`config.mk`:
```
export PLATFORM = sky130hd
export DESIGN_NAME = audio_sample_fifo
export DESIGN_NICKNAME = d
export VERILOG_FILES = /design/src/rtl/audio_sample_fifo.sv
export SDC_FILE = /design/constraint.sdc
export NUM_CORES = 1
export LEC_CHECK = 0
export BUFFER_PORTS_ARGS = -buffer_cell sky130_fd_sc_hd__buf_2
export CORE_MARGIN = 3
export CORE_UTILIZATION = 45
export CTS_CLUSTER_DIAMETER = 120
export DETAILED_ROUTE_END_ITERATION = 8
export PLACE_DENSITY = 0.61
export SLEW_MARGIN = 10
export SYNTH_ARGS = -nofsm -noshare
export SYNTH_HDL_FRONTEND = slang
export SYNTH_SLANG_ARGS = --single-unit
```
`constraint.sdc`:
```
create_clock -name clock -period 5.8 [get_ports clock]
set_clock_uncertainty 0.05 [all_clocks]
set_input_delay 0.29 -clock clock [delete_from_list [all_inputs] [get_ports clock]]
set_output_delay 0.29 -clock clock [all_outputs]
set_load 0.05 [all_outputs]
```
`src/rtl/audio_sample_fifo.sv`:
```
// Synchronous sample FIFO for the audio path: occupancy, thresholds, flush, sticky errors,
// and a selectable standard or first-word-fall-through read port.
module audio_sample_fifo #(
  parameter int unsigned ABITS    = 4,
  parameter int unsigned DBITS    = 16,
  parameter int unsigned AF_LEVEL = 12,
  parameter int unsigned AE_LEVEL = 2,
  parameter bit          FWFT     = 1'b0
) (
  input  logic             clock,
  input  logic             reset,
  input  logic             flush,
  input  logic             wr,
  input  logic [DBITS-1:0] din,
  input  logic             rd,
  output logic [DBITS-1:0] dout,
  output logic             dout_valid,
  output logic             empty,
  output logic             full,
  output logic             almost_empty,
  output logic             almost_full,
  output logic [ABITS:0]   level,
  output logic             overflow,
  output logic             underflow,
  input  logic             clear_err
);

  localparam int unsigned DEPTH = 1 << ABITS;
  localparam logic [ABITS:0] DepthLvl = (ABITS+1)'(DEPTH);
  localparam logic [ABITS:0] AfLvl    = (ABITS+1)'(AF_LEVEL);
  localparam logic [ABITS:0] AeLvl    = (ABITS+1)'(AE_LEVEL);

  if (!(AE_LEVEL < AF_LEVEL && AF_LEVEL >= 1 && AF_LEVEL <= DEPTH)) begin : gen_param_check
    $error("audio_sample_fifo: illegal AE_LEVEL/AF_LEVEL for DEPTH");
  end

  logic [DBITS-1:0] mem_q [DEPTH];
  logic [ABITS-1:0] wr_ptr_q, wr_ptr_d;
  logic [ABITS-1:0] rd_ptr_q, rd_ptr_d;
  logic [ABITS:0]   level_q, level_d;
  logic [DBITS-1:0] dout_q, dout_d;
  logic             dout_valid_q, dout_valid_d;
  logic             overflow_q, overflow_d;
  logic             underflow_q, underflow_d;
  logic             rd_acc, wr_acc;

  // Flags decode only the registered level, never the live requests.
  assign empty        = (level_q == '0);
  assign full         = (level_q == DepthLvl);
  assign almost_empty = (level_q <= AeLvl);
  assign almost_full  = (level_q >= AfLvl);
  assign level        = level_q;
  assign dout         = dout_q;
  assign dout_valid   = FWFT ? ~empty : dout_valid_q;
  assign overflow     = overflow_q;
  assign underflow    = underflow_q;

  always_comb begin
    rd_acc       = rd & ~empty & ~flush;
    wr_acc       = wr & (~full | rd_acc) & ~flush;
    wr_ptr_d     = wr_ptr_q;
    rd_ptr_d     = rd_ptr_q;
    level_d      = level_q;
    dout_d       = dout_q;
    dout_valid_d = 1'b0;

    if (flush) begin
      wr_ptr_d = '0;
      rd_ptr_d = '0;
      level_d  = '0;
    end else begin
      if (wr_acc) wr_ptr_d = wr_ptr_q + ABITS'(1);
      if (rd_acc) rd_ptr_d = rd_ptr_q + ABITS'(1);
      unique case ({wr_acc, rd_acc})
        2'b10:   level_d = level_q + (ABITS+1)'(1);
        2'b01:   level_d = level_q - (ABITS+1)'(1);
        default: level_d = level_q;
      endcase
    end

    if (!FWFT) begin
      if (rd_acc) begin
        dout_d       = mem_q[rd_ptr_q];
        dout_valid_d = 1'b1;
      end
    end else if (!flush && level_d != '0) begin
      // The new head is the word being written when it lands at the next read address.
      dout_d = (wr_acc && wr_ptr_q == rd_ptr_d) ? din : mem_q[rd_ptr_d];
    end

    overflow_d  = (wr & full & ~rd & ~flush) | (overflow_q & ~clear_err);
    underflow_d = (rd & empty & ~flush) | (underflow_q & ~clear_err);
  end

  always_ff @(posedge clock) begin
    if (wr_acc) mem_q[wr_ptr_q] <= din;
  end

  always_ff @(posedge clock or posedge reset) begin
    if (reset) begin
      wr_ptr_q     <= '0;
      rd_ptr_q     <= '0;
      level_q      <= '0;
      dout_q       <= '0;
      dout_valid_q <= 1'b0;
      overflow_q   <= 1'b0;
      underflow_q  <= 1'b0;
    end else begin
      wr_ptr_q     <= wr_ptr_d;
      rd_ptr_q     <= rd_ptr_d;
      level_q      <= level_d;
      dout_q       <= dout_d;
      dout_valid_q <= dout_valid_d;
      overflow_q   <= overflow_d;
      underflow_q  <= underflow_d;
    end
  end

endmodule

```
==> results of run 1 <==
flip-flops by register name (all words and copies together) (netlist names):
register / cells
dout: 16
rd_ptr_q: 4
mem_q: 256
wr_ptr_q: 4
overflow: 1
underflow: 1
dout_valid: 1
level: 5
area by class of cell:
cell class / instances / area share (%)
Sequential cell: 288 / 66.2
Multi-Input combinational cell: 237 / 21.1
Clock buffer: 38 / 6.00
Tap cell: 324 / 3.16
Timing Repair Buffer: 55 / 2.28
Clock inverter: 14 / 0.907
Inverter: 9 / 0.263
cells in the mapped netlist (2+ instances only):
library cell | instances | area, um2
sky130_fd_sc_hd__edfxtp_1 | 256 | 7690
sky130_fd_sc_hd__mux4_2 | 66 | 1490
sky130_fd_sc_hd__nor2_1 | 36 | 135
sky130_fd_sc_hd__dfrtp_1 | 32 | 801
sky130_fd_sc_hd__nand2_1 | 24 | 90.1
sky130_fd_sc_hd__clkbuf_1 | 17 | 63.8
sky130_fd_sc_hd__mux2_2 | 16 | 180
sky130_fd_sc_hd__nand2b_1 | 15 | 93.8
sky130_fd_sc_hd__nand4_1 | 15 | 93.8
sky130_fd_sc_hd__o221a_2 | 15 | 169
sky130_fd_sc_hd__buf_2 | 10 | 50.1
sky130_fd_sc_hd__inv_1 | 9 | 33.8
sky130_fd_sc_hd__ha_1 | 7 | 87.6
sky130_fd_sc_hd__a21oi_1 | 6 | 30.0
sky130_fd_sc_hd__xor2_1 | 6 | 52.6
sky130_fd_sc_hd__or3_1 | 5 | 31.3
sky130_fd_sc_hd__buf_1 | 4 | 15.0
sky130_fd_sc_hd__mux2i_1 | 3 | 30.0
sky130_fd_sc_hd__nand3_1 | 3 | 15.0
sky130_fd_sc_hd__o21ai_0 | 3 | 15.0
sky130_fd_sc_hd__a31oi_1 | 2 | 12.5
sky130_fd_sc_hd__a32o_1 | 2 | 20.0
sky130_fd_sc_hd__mux2_4 | 2 | 30.0
sky130_fd_sc_hd__xnor2_1 | 2 | 17.5
stage by stage:
stage | util [%] | total power [mW]
global route | 52.3 | 5.77
detailed placement | 48.6 | 3.86
CTS | 52.3 | 5.59
finish | 52.3 | 5.54
global placement | 48.6 | 3.84
floorplan | - | 3.54
kinds of logic after synthesis:
group,synth area share [%]
DFF,74.9
and+or+nand+nor,4.38
muxes,15.2
buffers and inverters,1.54
AOI/OAI and AO/OA,2.53
xor gates and xnor gates,0.618
adders and majority gates,0.773
worst max-delay path, cell delays in order (launching register included):
cell and delay (ns):
sky130_fd_sc_hd__dfrtp_1 0.51, sky130_fd_sc_hd__nor4_2 0.13, sky130_fd_sc_hd__a31oi_1 0.71, sky130_fd_sc_hd__nand2_1 0.38, sky130_fd_sc_hd__nor2_2 0.92
power groups by stage:
stage / Combinational, mW / Sequential (mW) / Clock (mW)
after floorplan: 0.830 / 2.71 / 0
after global placement: 1.24 / 2.60 / 0
after detailed placement: 1.25 / 2.61 / 0
after CTS: 1.26 / 2.57 / 1.77
after global routing: 1.32 / 2.59 / 1.86
final: 1.24 / 2.55 / 1.74
per-layer routing:
metal	global-route usage, %	up-vias	part of all wire, %
met1	26.0	2874	44
met3	2.86	32	5.6
met5	0	-	0
li1	-	2395	-
met2	27.7	176	49
met4	4.16	0	2.0
worst max path at each step:
| stage | from | end | slack [ns] | cells past startpoint |
|---|---|---|---|---|
| floorplan | level[2] | almost_empty | 2.20 | 2 |
| global placement | rd_ptr_q[0] | dout[14] | 2.66 | 4 |
| detailed placement | rd_ptr_q[0] | dout[14] | 2.67 | 4 |
| CTS | rd_ptr_q[0] | dout[14] | 2.65 | 4 |
| global route | rd_ptr_q[0] | dout[14] | 2.45 | 4 |
| finish | level[1] | mem_q[11][2] | 2.68 | 4 |
cell usage in the layout, fill, tap and decap left out, types with 8 or more instances in the layout:
cell                        Yosys  routed
sky130_fd_sc_hd__nor2_2         0      17
sky130_fd_sc_hd__nand2_1       24      24
sky130_fd_sc_hd__dfrtp_1       32      29
sky130_fd_sc_hd__nand2b_1      15      15
sky130_fd_sc_hd__mux2_2        16      16
sky130_fd_sc_hd__inv_1          9       9
sky130_fd_sc_hd__buf_2         10      49
sky130_fd_sc_hd__o221a_2       15      15
sky130_fd_sc_hd__nor2_1        36      19
sky130_fd_sc_hd__clkbuf_16      0      29
sky130_fd_sc_hd__clkbuf_1      17       8
sky130_fd_sc_hd__edfxtp_1     256     256
sky130_fd_sc_hd__mux4_2        66      66
sky130_fd_sc_hd__nand4_1       15      15
what timing repair did:
action / in CTS / in global routing
gates resized for setup: 0 / 0
endpoints found under the hold margin: 12 / 0
endpoints found under the setup margin: 0 / 0
hold buffers: 1 / 0
==> run summary, run 1 <==
Setup repair after global routing left no endpoint under its margin. For this run, the leading register cell type out of synthesis is sky130_fd_sc_hd__edfxtp_1. The later pin in the worst-skew pair is clocked with a latency of 0.53 ns.

For the initial antenna violation count, the log shows 0. The DRC violations left is 0, and the critical path arrival is 3.21 ns. TritonCTS built the clock tree. After filler insertion, the fill cell instance count of the layout stands at 1960. The run gives 0 ns as the setup TNS. Before CTS, the worst setup slack after placement is 2.67 ns.

The global route total overflow came out at 0. Measured along the y axis, the die boundary spans 165 um. The flow ran to the end, and the final reports show no timing, DRC or antenna violations. Clock-pin slew was measured on the worst setup and hold paths at 0.06 ns. The worst hold path depth is 3. Sequential elements use 74.9% of the synthesized area. Reg-to-reg critical path startpoint: level[1]. The wire length of the first global-routing pass is 35.1 mm, and the internal power is 3.92 mW.

Global routing consumed, over all layers together, 17.6% of the routing resources. After technology mapping, the gate count stands at 566. The worst setup path is captured at a flop. Shortest period the worst path allows: 3.12 ns.

The total of max-cap violations is 0. At the worst endpoint, the required time is 5.89 ns. Hold violation total from the final report: 0.

50 I/O pins were placed. In the post-route analysis, the smallest setup slack over all paths is 2.68 ns. The tools report the count of pins over their slew limit as 0. The min-delay analysis places its worst path in the category in -> reg. Dividing the detail-routed via count by the number of cells gives 5.68. The CTS sink count came out at 288. The tools report the synthesized net count as 595. The detailed-route wire length is 23.2 mm, and the storage element area is 8490 um2.

Dividing the detail-routed wire length by the instance count gives 24.0 um. In this run, the number of DRC markers left after iteration 0 of detailed routing was 492. The synthesized design contains 256 enable-type register cells. The tools report the post-detailed-placement half-perimeter wirelength as 13.7 mm.

The run gives 29 as the number of buffers created by CTS. Across all hold checks on the routed design, the worst slack comes to 0.0307 ns. In this run the deepest clock path goes through 3 buffers. The number of cells on the worst reg-to-reg path is 4. The number of standard-cell rows in the floorplan is 57.

Area of the multi-input gates: 2710 um2. The switching power of the nets came out at 1.62 mW. The die covers 27100 um2.

The count of nets left with antenna violations once routing finished came out at 0. For this run, the number of standard cells in the final layout without fillers is 965. The root buffer cell chosen for the clock tree is sky130_fd_sc_hd__clkbuf_16. At the end of routability-driven placement, the weighted congestion stood at 0.762. Once placement completed, the tool counted placed cells totaling 912.

During placement, the flow inserted port buffers numbering 49. Counting flops with an async set or reset pin after synthesis yields a share of 11.1%. The slew of the pin with the lowest slew margin is 1.13 ns. The placeable core region was 24500 um2; the fraction of the cycle the final worst path needs was 53.8%. The die span in x came out at 165 um. The worst pin sits at a relative slew slack of 24.8%.

Timing would allow up to 0.321 GHz. The combinational group share of total power was 22.4%. The mean post-synth cell area was 20.0 um2; the count of distinct cell types in the synthesized netlist was 34. Detailed routing inserted a total of 5477 vias. Of the total power, the share spent switching nets is 29.2%. The leakage component of the power came out at 4.13 nW. The worst hold path terminates at overflow.

Setup violations remaining at the end of the flow were counted as 0. For this configuration, the core starts out at a cell density of 46.2%. In this run the cell area of the synthesized design comes to 11300 um2. The worst-case IR drop observed on VDD is 0.000500 V.

Number of global-route vias before repair: 5559. The synthesis-to-finish area growth is 13.2%, and the part of the total power dissipated in sequential elements is 46.1%. The net total in the final layout is 649, and the setup slack on the worst flop-to-flop path is 2.68 ns.

In this run the power density over the cells is 432 nW/um2. Clock power share: 31.5%. Hold path startpoint: clear_err.

The critical path class was reg -> reg. Post-CTS setup buffer count: 0. In this run the worst path has a maximum fanout of 16.

In this run the critical register-to-register path is captured at mem_q[11][2]. The cell area after placement was 11900 um2; the CTS H-tree depth was 1. The flip-flop and latch count after synthesis came out at 288. Critical path startpoint category: a flop. The fraction of layout instances using a drive strength above 1 is 33.4%. The number of warnings issued by yosys came out at 0.

Entering global routing, the biggest net connects 58 pins. The number of antenna diodes in the final layout is 0. After routing the design area is 12800 um2. The tools report the first-pass detailed-route iteration total as 4.
Power figures use the tool's default switching activity.
==> run 2: changes to the inputs <==
--- a/config.mk
+++ b/config.mk
@@ -5,12 +5,13 @@
 export SDC_FILE = /design/constraint.sdc
 export NUM_CORES = 1
 export LEC_CHECK = 0
+export ABC_AREA = 1
 export BUFFER_PORTS_ARGS = -buffer_cell sky130_fd_sc_hd__buf_2
 export CORE_MARGIN = 3
 export CORE_UTILIZATION = 45
 export CTS_CLUSTER_DIAMETER = 120
 export DETAILED_ROUTE_END_ITERATION = 8
-export PLACE_DENSITY = 0.61
+export PLACE_DENSITY = 0.64
 export SLEW_MARGIN = 10
 export SYNTH_ARGS = -nofsm -noshare
 export SYNTH_HDL_FRONTEND = slang
==> constraint.sdc (replaced) <==
create_clock -name clock -period 2.7 [get_ports clock]
set_clock_uncertainty 0.05 [all_clocks]
set_input_delay 0.135 -clock clock [delete_from_list [all_inputs] [get_ports clock]]
set_output_delay 0.135 -clock clock [all_outputs]
set_load 0.05 [all_outputs]
==> run summary, run 2 <==
Cell with the largest stage delay on the worst path: sky130_fd_sc_hd__nor2_2 (unchanged). The first-pass detailed-route iteration total is 5 (was 4). Count of distinct cell types in the synthesized netlist: 31 (was 34). Number of buffer cells added on primary ports: 49 (unchanged). The global route total overflow was 0 (unchanged); the I/O pin count was 50 (unchanged).

The endpoint type of the worst setup path was a flop (unchanged). The logs give 0 (unchanged) for the total of max-cap violations and 25300 um2 (was 24500 um2) for the placeable core region. The fraction of layout instances using a drive strength above 1 works out to 14.5% (was 33.4%).

The post-cts gate resize count was 0 (unchanged). Worst relative slew slack: 22.7% (was 24.8%). Critical-path cell list: nor2_4, nand3_4, o21ai_4, inv_1, nand2_1, nor2_2 (was nor4_2, a31oi_1, nand2_1, nor2_2).

Number of fill cells in the layout: 2085 (was 1960). Setup repair after global routing left no endpoint under its margin. The CTS H-tree depth is 1 (unchanged), and the clock slew seen by the registers of the worst setup and hold paths is 0.06 ns (about the same). Commonest cells post-synth: sky130_fd_sc_hd__edfxtp_1, sky130_fd_sc_hd__nor2_1, sky130_fd_sc_hd__o21ai_0 (was sky130_fd_sc_hd__edfxtp_1, sky130_fd_sc_hd__mux4_2, sky130_fd_sc_hd__nor2_1).

The antenna violation net count after detailed routing was 0 (unchanged). Number of inserted diodes: 0 (unchanged). The maximum vdd drop is 0.000793 V (was 0.000500 V), and the area of the multi-input gates is 2830 um2 (was 2710 um2). The post-synthesis cell count is 923 (was 566).

The die span in x came out at 167 um (was 165 um). For the number of global-route vias before repair, the log shows 7096 (was 5559). The critical path arrival is 2.44 ns (was 3.21 ns), and the number of buffers created by CTS is 28 (was 29). The number of stages on the worst setup path works out to 6 (was 4). The fraction of the cycle the final worst path needs is 86.9% (was 53.8%). The tools report the latest clock arrival within the worst-skew pair as 0.54 ns (was 0.53 ns).

Most common cell in the netlist: sky130_fd_sc_hd__edfxtp_1 (unchanged). Starting utilization of the core area: 46.1% (was 46.2%). The tools report the weighted congestion reported at the end of routability-driven placement as 0.861 (was 0.762). The peak fanout along the critical path was 16 (unchanged); the total chip power was 12.5 mW (was 5.54 mW). The tools report the global routing usage summed across all routing layers as 19.1% (was 17.6%). The overall die area is 27900 um2 (was 27100 um2). The share of the synthesized area in the top cell type is 65.8% (was 67.9%). The logs give 13500 um2 (was 12800 um2) for the final non-filler cell area and 11700 um2 (was 11300 um2) for the combined area of all synthesized cells. The number of flip-flops in the largest register is 256 (unchanged). The reg-to-reg critical path startpoint was level[3] (was level[1]). The tools report the critical register-to-register path endpoint as mem_q[0][4] (was mem_q[11][2]).

The routed via count is 7517 (was 5477), and the mean post-synth cell area is 12.7 um2 (was 20.0 um2). The run gives 72.7% (was 74.9%) as the sequential fraction of the synthesis area. The tools report the critical path startpoint category as a flop (unchanged). The post-detailed-placement half-perimeter wirelength is 15.8 mm (was 13.7 mm).

Commonest cells after routing, fill and taps aside: sky130_fd_sc_hd__edfxtp_1, sky130_fd_sc_hd__nor2_1, sky130_fd_sc_hd__o21ai_0 (was sky130_fd_sc_hd__edfxtp_1, sky130_fd_sc_hd__mux4_2, sky130_fd_sc_hd__buf_2). TritonCTS built the clock tree. The path class of the lowest-slack min-delay path is in -> async (was in -> reg). The cell area after placement was 12400 um2 (was 11900 um2); the hold violation total from the final report was 0 (unchanged).

The run gives 27.5 mm (was 23.2 mm) as the detailed-route wire length. The tools report the DRC violations left as 0 (unchanged). Commonest non-fill, non-tap cell in the layout: sky130_fd_sc_hd__edfxtp_1 (unchanged). The number of enable-type register cells in the synthesized netlist is 256 (unchanged). Average detailed-routed wire length per instance: 20.4 um (was 24.0 um). The critical path class is reg -> reg (unchanged). Count of pins over their slew limit: 0 (unchanged). The synthesis-to-finish area growth was 15.2% (was 13.2%); the count of cells along the worst register-to-register path was 6 (was 4). The setup TNS was 0 ns (unchanged). The longest individual stage delay on the worst path works out to 0.89 ns (was 0.92 ns). The largest net degree at the start of global routing was 131 (was 58); the initial antenna violation count was 0 (unchanged).

The flip-flop and latch count after synthesis is 288 (unchanged). The clock tree root buffer cell is sky130_fd_sc_hd__clkbuf_16 (unchanged). Cell taking the most area after synthesis: sky130_fd_sc_hd__edfxtp_1 (unchanged). The power density normalized to cell area is 928 nW/um2 (was 432 nW/um2).

The net total in the final layout is 1027 (was 649), and the share of flip-flops with an asynchronous set or reset is 11.1% (unchanged). Maximum clock rate: 0.426 GHz (was 0.321 GHz). The cell family contributing the most delay on the critical path is simple AND/OR/NAND/NOR gates (unchanged).

The run gives 797 (was 492) as the first-iteration detailed-routing DRC count. The logs give 0 (unchanged) for the number of warnings issued by yosys and 0 (unchanged) for the final number of setup-violating endpoints. Number of standard-cell rows in the floorplan: 58 (was 57). The wire length of the first global-routing pass was 41.6 mm (was 35.1 mm); the shortest period the worst path allows was 2.35 ns (was 3.12 ns). Critical path buffer and inverter count: 1 (was 0). The slew of the pin with the lowest slew margin works out to 1.16 ns (was 1.13 ns). Largest cells by area after synthesis: sky130_fd_sc_hd__edfxtp_1, sky130_fd_sc_hd__dfrtp_1, sky130_fd_sc_hd__nor2_1 (was sky130_fd_sc_hd__edfxtp_1, sky130_fd_sc_hd__mux4_2, sky130_fd_sc_hd__dfrtp_1).

The register containing the most flip-flops in the final layout is mem_q (unchanged). The storage element area is 8490 um2 (about the same), and the ratio of routed vias to standard cells is 5.57 (was 5.68). The height of the die works out to 167 um (was 165 um). The setup slack on the worst flop-to-flop path came out at 0.35 ns (was 2.68 ns).

The synthesized net count is 952 (was 595). The run gives 3 (unchanged) as the number of buffers between clock root and the deepest sink. Dominant register cell in the synthesized netlist: sky130_fd_sc_hd__edfxtp_1 (unchanged). For the data required time at the worst endpoint, the log shows 2.79 ns (was 5.89 ns). The CTS sink count came out at 288 (unchanged). The flow ran to the end, and the final reports show no timing, DRC or antenna violations.

The leakage component of the power is 4.70 nW (was 4.13 nW).
-- run 2: worst max path at each step --
stage / from / endpoint / slack [ns]
floorplan: level[2] / mem_q[0][0] / 0.32
global placement: level[3] / mem_q[6][1] / 0.41
finish: level[3] / mem_q[0][4] / 0.35
detailed placement: level[3] / mem_q[6][15] / 0.32
global route: level[3] / mem_q[0][5] / 0.25
CTS: level[3] / mem_q[6][15] / 0.30
-- run 2: power by group --
part | switching [mW] | leakage, nW | internal [mW] | total, mW
clock network | 1.56 | 0.428 | 2.19 | 3.75
registers | 0.152 | 2.70 | 5.07 | 5.22
logic | 2.56 | 1.57 | 0.959 | 3.52
-- run 2: cell families after synthesis --
| kind of cell | synth area share, % |
|---|---|
| xor gates and xnor gates | 0.0750 |
| DFF | 72.7 |
| and+or+nand+nor | 11.5 |
| adders and majority gates | 0.750 |
| buffers and inverters | 3.44 |
| AOI/OAI and AO/OA | 11.6 |
-- run 2: cell type report --
class / count / area share (%)
Clock buffer: 42 / 5.82
Clock inverter: 10 / 0.772
Inverter: 28 / 0.790
Multi-Input combinational cell: 553 / 21.0
Sequential cell: 288 / 63.1
Tap cell: 330 / 3.07
Timing Repair Buffer: 99 / 5.39
-- run 2: layer usage --
layer | wire, um | track usage, %
met1 | 12300 | 28.2
met2 | 12600 | 29.7
met3 | 1920 | 2.69
met4 | 793 | 6.24
met5 | 0 | 0
-- run 2: what timing repair did --
item	in CTS	in global routing
hold endpoints to repair	296	0
buffers inserted	0	0
hold buffers	22	0
-- run 2: worst register-to-register path: cells and delay by family, from the launching register on --
| kind | cells | cell delay (ns) |
|---|---|---|
| buffers and inverters | 1 | 0.14 |
| DFF | 1 | 0.44 |
| and+or+nand+nor | 4 | 1.24 |
| AOI/OAI and AO/OA | 1 | 0.08 |
-- run 2: metrics by stage --
step	hold WS, ns	setup slack, ns	util [%]	cells
6_report	0.192	0.353	53.1	1350
5_1_grt	0.243	0.250	53.1	1350
4_1_cts	0.191	0.301	53.1	1350
3_5_place_dp	0.218	0.316	48.8	1276
3_3_place_gp	0.221	0.410	48.8	1276
2_1_floorplan	0.184	0.324	-	923
